<file path="src/rtl/div_clk_meas_if.sv">
// div_clk_meas_if: signal bundle between a div_clk_meas instance and its user
//   i_en, i_sig                        : enable and measured signal into the meter
//   o_period, o_high, o_valid,
//   o_timeout, o_busy                  : measurement results and status out of the meter
interface div_clk_meas_if #(
    parameter int CNT_W = 16
);
    logic             i_en;
    logic             i_sig;
    logic [CNT_W-1:0] o_period;
    logic [CNT_W-1:0] o_high;
    logic             o_valid;
    logic             o_timeout;
    logic             o_busy;
    modport master (output i_en, i_sig, input o_period, o_high, o_valid, o_timeout, o_busy);
    modport slave  (input i_en, i_sig, output o_period, o_high, o_valid, o_timeout, o_busy);
endinterface

</file>
<file path="src/rtl/div_clk_meas.sv">
// div_clk_meas: measures period and high time of a slow asynchronous square wave in clk cycles
//   clk, rst       : system clock, synchronous active-high reset
//   bus.i_en       : measurement enable
//   bus.i_sig      : measured signal, asynchronous to clk
//   bus.o_period   : last period, rise to rise
//   bus.o_high     : last high time, rise to fall
//   bus.o_valid    : one-cycle pulse when a new result is loaded
//   bus.o_timeout  : source stalled, cleared by the next o_valid
//   bus.o_busy     : measurement in progress
module div_clk_meas #(
    parameter int CNT_W   = 16,
    parameter int TIMEOUT = 2**CNT_W-1
) (
    input logic           clk,
    input logic           rst,
    div_clk_meas_if.slave bus
);
    localparam logic [CNT_W-1:0] TO = CNT_W'(TIMEOUT);
    typedef enum logic [1:0] {IDLE, MEAS_HI, MEAS_LO} state_t;
    state_t           state_q;
    logic             s1_q, s2_q, s3_q;
    logic [CNT_W-1:0] cnt_q, h_tmp_q, period_q, high_q;
    logic             valid_q, timeout_q, busy_q;
    logic             rise, fall, stall;
    logic [CNT_W-1:0] cnt_inc;
    assign rise    = s2_q & ~s3_q;
    assign fall    = ~s2_q & s3_q;
    // a rise coinciding with the limit is still a valid measurement
    assign stall   = (cnt_q == TO) & ~rise;
    assign cnt_inc = (cnt_q == TO) ? cnt_q : cnt_q + 1'b1;
    always_ff @(posedge clk) begin
        if (rst) begin
            s1_q      <= 1'b0;
            s2_q      <= 1'b0;
            s3_q      <= 1'b0;
            state_q   <= IDLE;
            cnt_q     <= '0;
            h_tmp_q   <= '0;
            period_q  <= '0;
            high_q    <= '0;
            valid_q   <= 1'b0;
            timeout_q <= 1'b0;
            busy_q    <= 1'b0;
        end else begin
            s1_q    <= bus.i_sig;
            s2_q    <= s1_q;
            s3_q    <= s2_q;
            valid_q <= 1'b0;
            if (!bus.i_en) begin
                state_q <= IDLE;
                cnt_q   <= '0;
                busy_q  <= 1'b0;
            end else begin
                case (state_q)
                    IDLE: if (rise) begin
                        state_q <= MEAS_HI;
                        cnt_q   <= CNT_W'(1);
                        busy_q  <= 1'b1;
                    end
                    MEAS_HI: if (stall) begin
                        timeout_q <= 1'b1;
                        state_q   <= IDLE;
                        cnt_q     <= '0;
                        busy_q    <= 1'b0;
                    end else if (fall) begin
                        h_tmp_q <= cnt_q;
                        cnt_q   <= cnt_inc;
                        state_q <= MEAS_LO;
                    end else begin
                        cnt_q <= cnt_inc;
                    end
                    MEAS_LO: if (rise) begin
                        period_q  <= cnt_q;
                        high_q    <= h_tmp_q;
                        valid_q   <= 1'b1;
                        timeout_q <= 1'b0;
                        cnt_q     <= CNT_W'(1);
                        state_q   <= MEAS_HI;
                    end else if (stall) begin
                        timeout_q <= 1'b1;
                        state_q   <= IDLE;
                        cnt_q     <= '0;
                        busy_q    <= 1'b0;
                    end else begin
                        cnt_q <= cnt_inc;
                    end
                    default: begin
                        state_q <= IDLE;
                        cnt_q   <= '0;
                        busy_q  <= 1'b0;
                    end
                endcase
            end
        end
    end
    assign bus.o_period  = period_q;
    assign bus.o_high    = high_q;
    assign bus.o_valid   = valid_q;
    assign bus.o_timeout = timeout_q;
    assign bus.o_busy    = busy_q;
endmodule

</file>
<file path="src/flat_wrapper.sv">
// flat-port wrapper written by rule: the top's interface ports become plain ports
module div_clk_meas_flat 
#(
    parameter int CNT_W   = 16,
    parameter int TIMEOUT = 2**CNT_W-1
)
  (clk, rst, bus_i_en, bus_i_sig, bus_o_period, bus_o_high, bus_o_valid, bus_o_timeout, bus_o_busy);
  div_clk_meas_if #(.CNT_W(CNT_W)) bus_i ();
  input logic clk;
  input logic rst;
  input wire logic [$bits(bus_i.i_en)-1:0] bus_i_en;
  input wire logic [$bits(bus_i.i_sig)-1:0] bus_i_sig;
  output wire logic [$bits(bus_i.o_period)-1:0] bus_o_period;
  output wire logic [$bits(bus_i.o_high)-1:0] bus_o_high;
  output wire logic [$bits(bus_i.o_valid)-1:0] bus_o_valid;
  output wire logic [$bits(bus_i.o_timeout)-1:0] bus_o_timeout;
  output wire logic [$bits(bus_i.o_busy)-1:0] bus_o_busy;
  assign bus_i.i_en = bus_i_en;
  assign bus_i.i_sig = bus_i_sig;
  assign bus_o_period = bus_i.o_period;
  assign bus_o_high = bus_i.o_high;
  assign bus_o_valid = bus_i.o_valid;
  assign bus_o_timeout = bus_i.o_timeout;
  assign bus_o_busy = bus_i.o_busy;
  div_clk_meas #(.CNT_W(CNT_W), .TIMEOUT(TIMEOUT)) u_core (.clk(clk), .rst(rst), .bus(bus_i));
endmodule
</file>
<file path="config.mk">
export PLATFORM = sky130hd
export DESIGN_NAME = div_clk_meas_flat
export DESIGN_NICKNAME = d
export VERILOG_FILES = /design/src/rtl/div_clk_meas_if.sv /design/src/rtl/div_clk_meas.sv /design/src/flat_wrapper.sv
export SDC_FILE = /design/constraint.sdc
export NUM_CORES = 1
export LEC_CHECK = 0
export BUFFER_PORTS_ARGS = -buffer_cell sky130_fd_sc_hd__clkbuf_2
export CORE_UTILIZATION = 35
export CTS_CLUSTER_DIAMETER = 150
export DETAILED_ROUTE_END_ITERATION = 8
export PLACE_DENSITY = 0.53
export SLEW_MARGIN = 5
export SYNTH_ARGS = -nofsm -noshare
export SYNTH_HDL_FRONTEND = slang
export SYNTH_SLANG_ARGS = --single-unit
export TNS_END_PERCENT = 5
</file>
<file path="constraint.sdc">
create_clock -name clk -period 2 [get_ports clk]
set_input_delay 0.2 -clock clk [delete_from_list [all_inputs] [get_ports clk]]
set_output_delay 0.2 -clock clk [all_outputs]
set_load 0.02 [all_outputs]
</file>
Yosys cells after proc, flatten, opt, wreduce, memory -nomap -nowiden
Cells that the tools add are included.
{"block": "classes", "muxes": 19, "n_lt_le_gt_ge": 0, "eq_ne": 7, "div_mod_pow": 0, "reduce_logical": 9, "n_addsub": 1, "n_bitwise": 9, "n_mul": 0, "shift": 0}
{"cell": "$mux W16", "count": 4}
{"cell": "$pmux W16 S3", "count": 1}
{"cell": "$add A16 B1 Y16 const B", "count": 1}
{"cell": "$eq A16 B16 Y1 const B", "count": 1}
{"cell": "$mux W2", "count": 5}
{"cell": "$mux W1", "count": 6}
{"cell": "$ne A3 B1 Y1 const B", "count": 2}
{"cell": "$not A1 Y1", "count": 6}
{"cell": "$pmux W2 S3", "count": 1}
{"cell": "$reduce_and A3 Y1", "count": 2}
{"cell": "$reduce_and A2 Y1", "count": 2}
{"cell": "$reduce_and A4 Y1", "count": 1}
{"cell": "$and A1 B1 Y1", "count": 3}
{"cell": "$pmux W1 S3", "count": 1}
{"cell": "$reduce_or A3 Y1", "count": 1}
{"cell": "$eq A2 B1 Y1 const B", "count": 1}
{"cell": "$eq A2 B2 Y1 const B", "count": 1}
{"cell": "$logic_not A2 Y1", "count": 1}
{"cell": "$ne A2 B1 Y1 const B", "count": 1}
{"cell": "$ne A2 B2 Y1 const B", "count": 1}
{"cell": "$pmux W1 S2", "count": 1}
{"cell": "$reduce_bool A2 Y1", "count": 1}
{"cell": "$reduce_or A2 Y1", "count": 1}
{"block": "word_totals", "ramBits": 0, "latchBits": 0, "word_cells": 56, "mem_count": 0, "output_inout_bits": 35, "ff_bits": 72, "romBits": 0}

Depth between registers and ports, before layout
{"block": "logic_depth", "word_depth": 7, "depth_mapped": 8, "ltp_nobuf": 7}

Worst setup path after synthesis
No wires, ideal clock.
{"block": "synth_timing", "kind": "reg-to-reg", "startpoint": "reg u_core.cnt_q[0]", "endpoint": "reg u_core.h_tmp_q[10]", "stages_incl_launch_ff": 8, "setup_ps": 125, "synth_period_minus_slack_ps": 2097, "setup_slack_ps": -97, "required_ps": 1875, "t_arrival_ps": 1971, "path_cell_list": "dfxtp_1 ha_1 inv_1 or4_4 o21ai_4 buf_12 mux2i_1 nor2_1"}
{"block": "synth_between", "elab_chain_cells": 4}
{"item": "from (decl)", "line": "div_clk_meas.sv:22", "rtl": "logic [CNT_W-1:0] cnt_q, h_tmp_q, period_q, high_q;"}
{"item": "from (signal assigned)", "line": "div_clk_meas.sv:67", "rtl": "cnt_q <= cnt_inc;"}
{"item": "from (signal assigned)", "line": "div_clk_meas.sv:70", "rtl": "cnt_q <= cnt_inc;"}
{"item": "from (signal assigned)", "line": "div_clk_meas.sv:85", "rtl": "cnt_q <= cnt_inc;"}
{"item": "$eq A16 B16 Y1", "line": "div_clk_meas.sv:29", "rtl": "assign stall = (cnt_q == TO) & ~rise;"}
{"item": "$and A1 B1 Y1", "line": "div_clk_meas.sv:29"}
{"item": "$not A1 Y1 (no line)"}
{"item": "$reduce_and A4 Y1 (no line)"}
{"item": "to (signal assigned)", "line": "div_clk_meas.sv:66", "rtl": "h_tmp_q <= cnt_q;"}
{"item": "to (decl)", "line": "div_clk_meas.sv:22"}
No other way between the ends.
A chain may end at the register's enable or synchronous reset.

Worst setup path after layout
{"block": "layout_timing", "startpoint": "reg u_core.cnt_q[1]", "endpoint": "reg u_core.h_tmp_q[1]"}
{"block": "layout_between", "elab_chain_cells": 4}
{"item": "$eq A16 B16 Y1", "line": "div_clk_meas.sv:29"}
{"item": "$and A1 B1 Y1", "line": "div_clk_meas.sv:29"}
{"item": "$not A1 Y1 (no line)"}
{"item": "$reduce_and A4 Y1 (no line)"}
Several ways; a longest one is shown, not always the timed one.

==> results.txt <==
status = finished, violations left
failing checks = DRC
n_diodes = 0
Synth Register Bits = 72
Routed wire per std cell = 14.19 um
cell family with most CP delay = simple AND/OR/NAND/NOR gates
final hold violation count = 0
Max-slew headroom = 67.32%
Area Overhead vs Synth = 19.47%
Synth top area share = 44.50%
sequential share of the synthesized area = 44.50%
vias in the first global route = 2796
CTS Buf Count = 9
hold slack = 0.05818 ns
Core Region = 8848 um^2
Mapped Nets = 389
R2R Setup Slk = 0.11 ns
Final Max Tran Viols = 0
gr ovfl total = 0
crit path kind = reg2reg
Remaining DRCs = 5
worst endpoint data arrival time = 2.11 ns
CP bufs+invs = 2
CTS Buffer Depth = 2
startpoint types = flip-flop
crit path capture = u_core.h_tmp_q[1]
Max stage delay cell, worst path = or4_4
synth unique cells = 51
Lkg Pwr = 0.001556 uW
synthesized instance count = 380
Tcrit/Tclk final = 94.44%
final wirelength = 7820 um
Worst EP required = 2.22 ns
CP cell instances = ha_4, inv_2, or4_4, o21ai_4, buf_12, mux2i_1, nor2_1
Initial Utilization = 36.61%
H-tree depth reported by CTS = 3
largest net degree at the start of global routing = 52
ys async rst share = 0%
critical path fanouts, max = 16
worst hold path depth = 2
vias post-DR = 2851
clk sinks = 72
Max Cap Viol = 0
Layout Skew = 0.009858 ns
synthesized area = 3239 um^2
Worst-Skew Late Latency = 0.35 ns
clock-pin slew on the worst setup and hold paths = 0.07 ns
IO Count = 39
# fillers = 936
most common flop cell mapped by yosys = dfxtp_1
post-synth top area cell = dfxtp_1
critical path capture point type = flip-flop
global-route wire length before repair = 13390 um
CTS tree = yes
Avg Cell Area, Syn = 8.525 um^2
nets@finish = 447
first-iteration detailed-routing DRC count = 109
cell area power density = 694.4 nW/um^2
hpwl dp = 5596 um
Crit path largest cell delay = 0.56 ns
TritonRoute pass-1 iters = 6
Crit path depth = 7
share of layout cells above drive strength 1 = 23.48%
post-CTS setup buffers = 0
die area = 9644 um^2
GRT Util Overall = 17.50%
standard-cell row count = 34
initial antenna violation count = 0
Die Span Y = 98.21 um
die extent in x = 98.21 um
RSZ-0062 raised after global routing = no
Crit Reg-Reg Startpoint = u_core.cnt_q[1]
CTS Root Cell = clkbuf_8
Post-synth top cells = nand2_1 (84), dfxtp_1 (72), a21oi_1 (45), nor2_1 (27), mux2i_1 (16)
highest clock rate = 0.5294 GHz
yosys warns = 0
Port Buffer Count = 38
Setup crit start = u_core.cnt_q[1]
Final GP Congestion = 0.8413
Worst IR Drop VDD = 0.4666 mV
Reg-to-Reg End = u_core.h_tmp_q[1]
# setup viols final = 0
FF+latch area = 1444 um^2
Multi-input gate area = 1562 um^2
Hold Path Class = in2reg
ANT nets after route = 0
cell with the most instances after synthesis = nand2_1
Post-Layout Cell Count = 551
DR vias/cell = 5.174
number of synthesized flops with an enable pin = 0
Synth area leaders = dfxtp_1 (44%), nand2_1 (9.7%), a21oi_1 (7.0%), mux2i_1 (4.9%), nor2_1 (3.1%)
Cells after DPL = 535
Worst Reg2Reg Path Length in Cells = 7
CTS Hold Bufs = 0
Worst-Margin Slew = 0.4902 ns
post-route minimum period = 1.889 ns
-- layout make-up --
type	instances	area share (%)
Sequential cell	72	37.31
Multi-Input combinational cell	273	40.35
Clock buffer	9	3.201
Tap cell	108	3.492
Inverter	8	0.7759
Clock inverter	7	2.005
Timing Repair Buffer	74	12.87
-- registers in the layout (all words and copies together), names as in the netlist --
signal                flops
u_core.cnt_q             16
u_core.state_q            2
u_core.bus.o_timeout      1
u_core.bus.o_valid        1
u_core.s1_q               1
u_core.s3_q               1
u_core.bus.o_high        16
u_core.s2_q               1
u_core.bus.o_busy         1
u_core.bus.o_period      16
u_core.h_tmp_q           16
-- per-stage QoR --
stage	area, um^2	setup WS, ns	util, %	TNS [ns]	power, uW
finish	3870	0.1112	43.74	0	2687
global route	3870	0.01149	43.74	0	2806
CTS	3865	0.0002667	43.68	0	2730
detailed placement	3664	-0.01525	41.40	-0.01525	1556
global placement	3664	0.03898	41.40	0	1555
floorplan	3264	0.001712	-	0	1530
-- cell families after synthesis --
| kind of cell | after synthesis | share of synthesized area, % |
|---|---|---|
| adders and majority gates | 5 | 1.931 |
| and+or+nand+nor | 169 | 24.68 |
| DFF | 72 | 44.50 |
| AOI/OAI and AO/OA | 83 | 15.84 |
| muxes | 16 | 4.944 |
| buffers and inverters | 35 | 8.111 |
-- power by group --
part / switching (uW) / total, uW / internal (uW) / leakage, uW
sequential: 3.44 / 1440 / 1440 / 0.000581
clock: 575 / 1170 / 590 / 0.000106
combinational: 54.8 / 81.9 / 27.1 / 0.000869
-- what timing repair did --
| action | 4_1_cts | 5_1_grt |
|---|---|---|
| setup endpoints to repair | 0 | 12 |
| gates resized for setup | 0 | 2 |
| endpoints found under the hold margin | 0 | 0 |
-- cells in the final DEF, fill, tap and decap left out, types with 6 or more instances in the layout --
| cell type | instances |
|---|---|
| nor2_1 | 27 |
| nor3_1 | 8 |
| nand4_1 | 6 |
| dfxtp_1 | 70 |
| clkbuf_8 | 9 |
| clkbuf_2 | 38 |
| a21oi_1 | 45 |
| buf_4 | 33 |
| a31oi_1 | 14 |
| nand3_1 | 14 |
| and3_1 | 6 |
| inv_1 | 7 |
| mux2i_1 | 16 |
| nand2_1 | 84 |
-- how the worst min path moves through the flow --
stage / slack (ns) / end / from
4_1_cts: 0.04 / u_core.s1_q / bus_i_sig
2_1_floorplan: 0.33 / u_core.s1_q / bus_i_sig
3_3_place_gp: 0.42 / u_core.s1_q / bus_i_sig
5_1_grt: 0.05 / u_core.s1_q / bus_i_sig
6_report: 0.06 / u_core.s1_q / bus_i_sig
3_5_place_dp: 0.41 / u_core.s1_q / bus_i_sig
-- layer usage --
metal	wire length (um)	up-vias	global-route usage, %
li1	-	1440	-
met1	3793	1338	22.41
met2	3579	60	28.11
met3	311	13	5.011
met4	136	0	6.200
met5	0	-	0
Note: power is estimated with default switching activity, not from simulation.
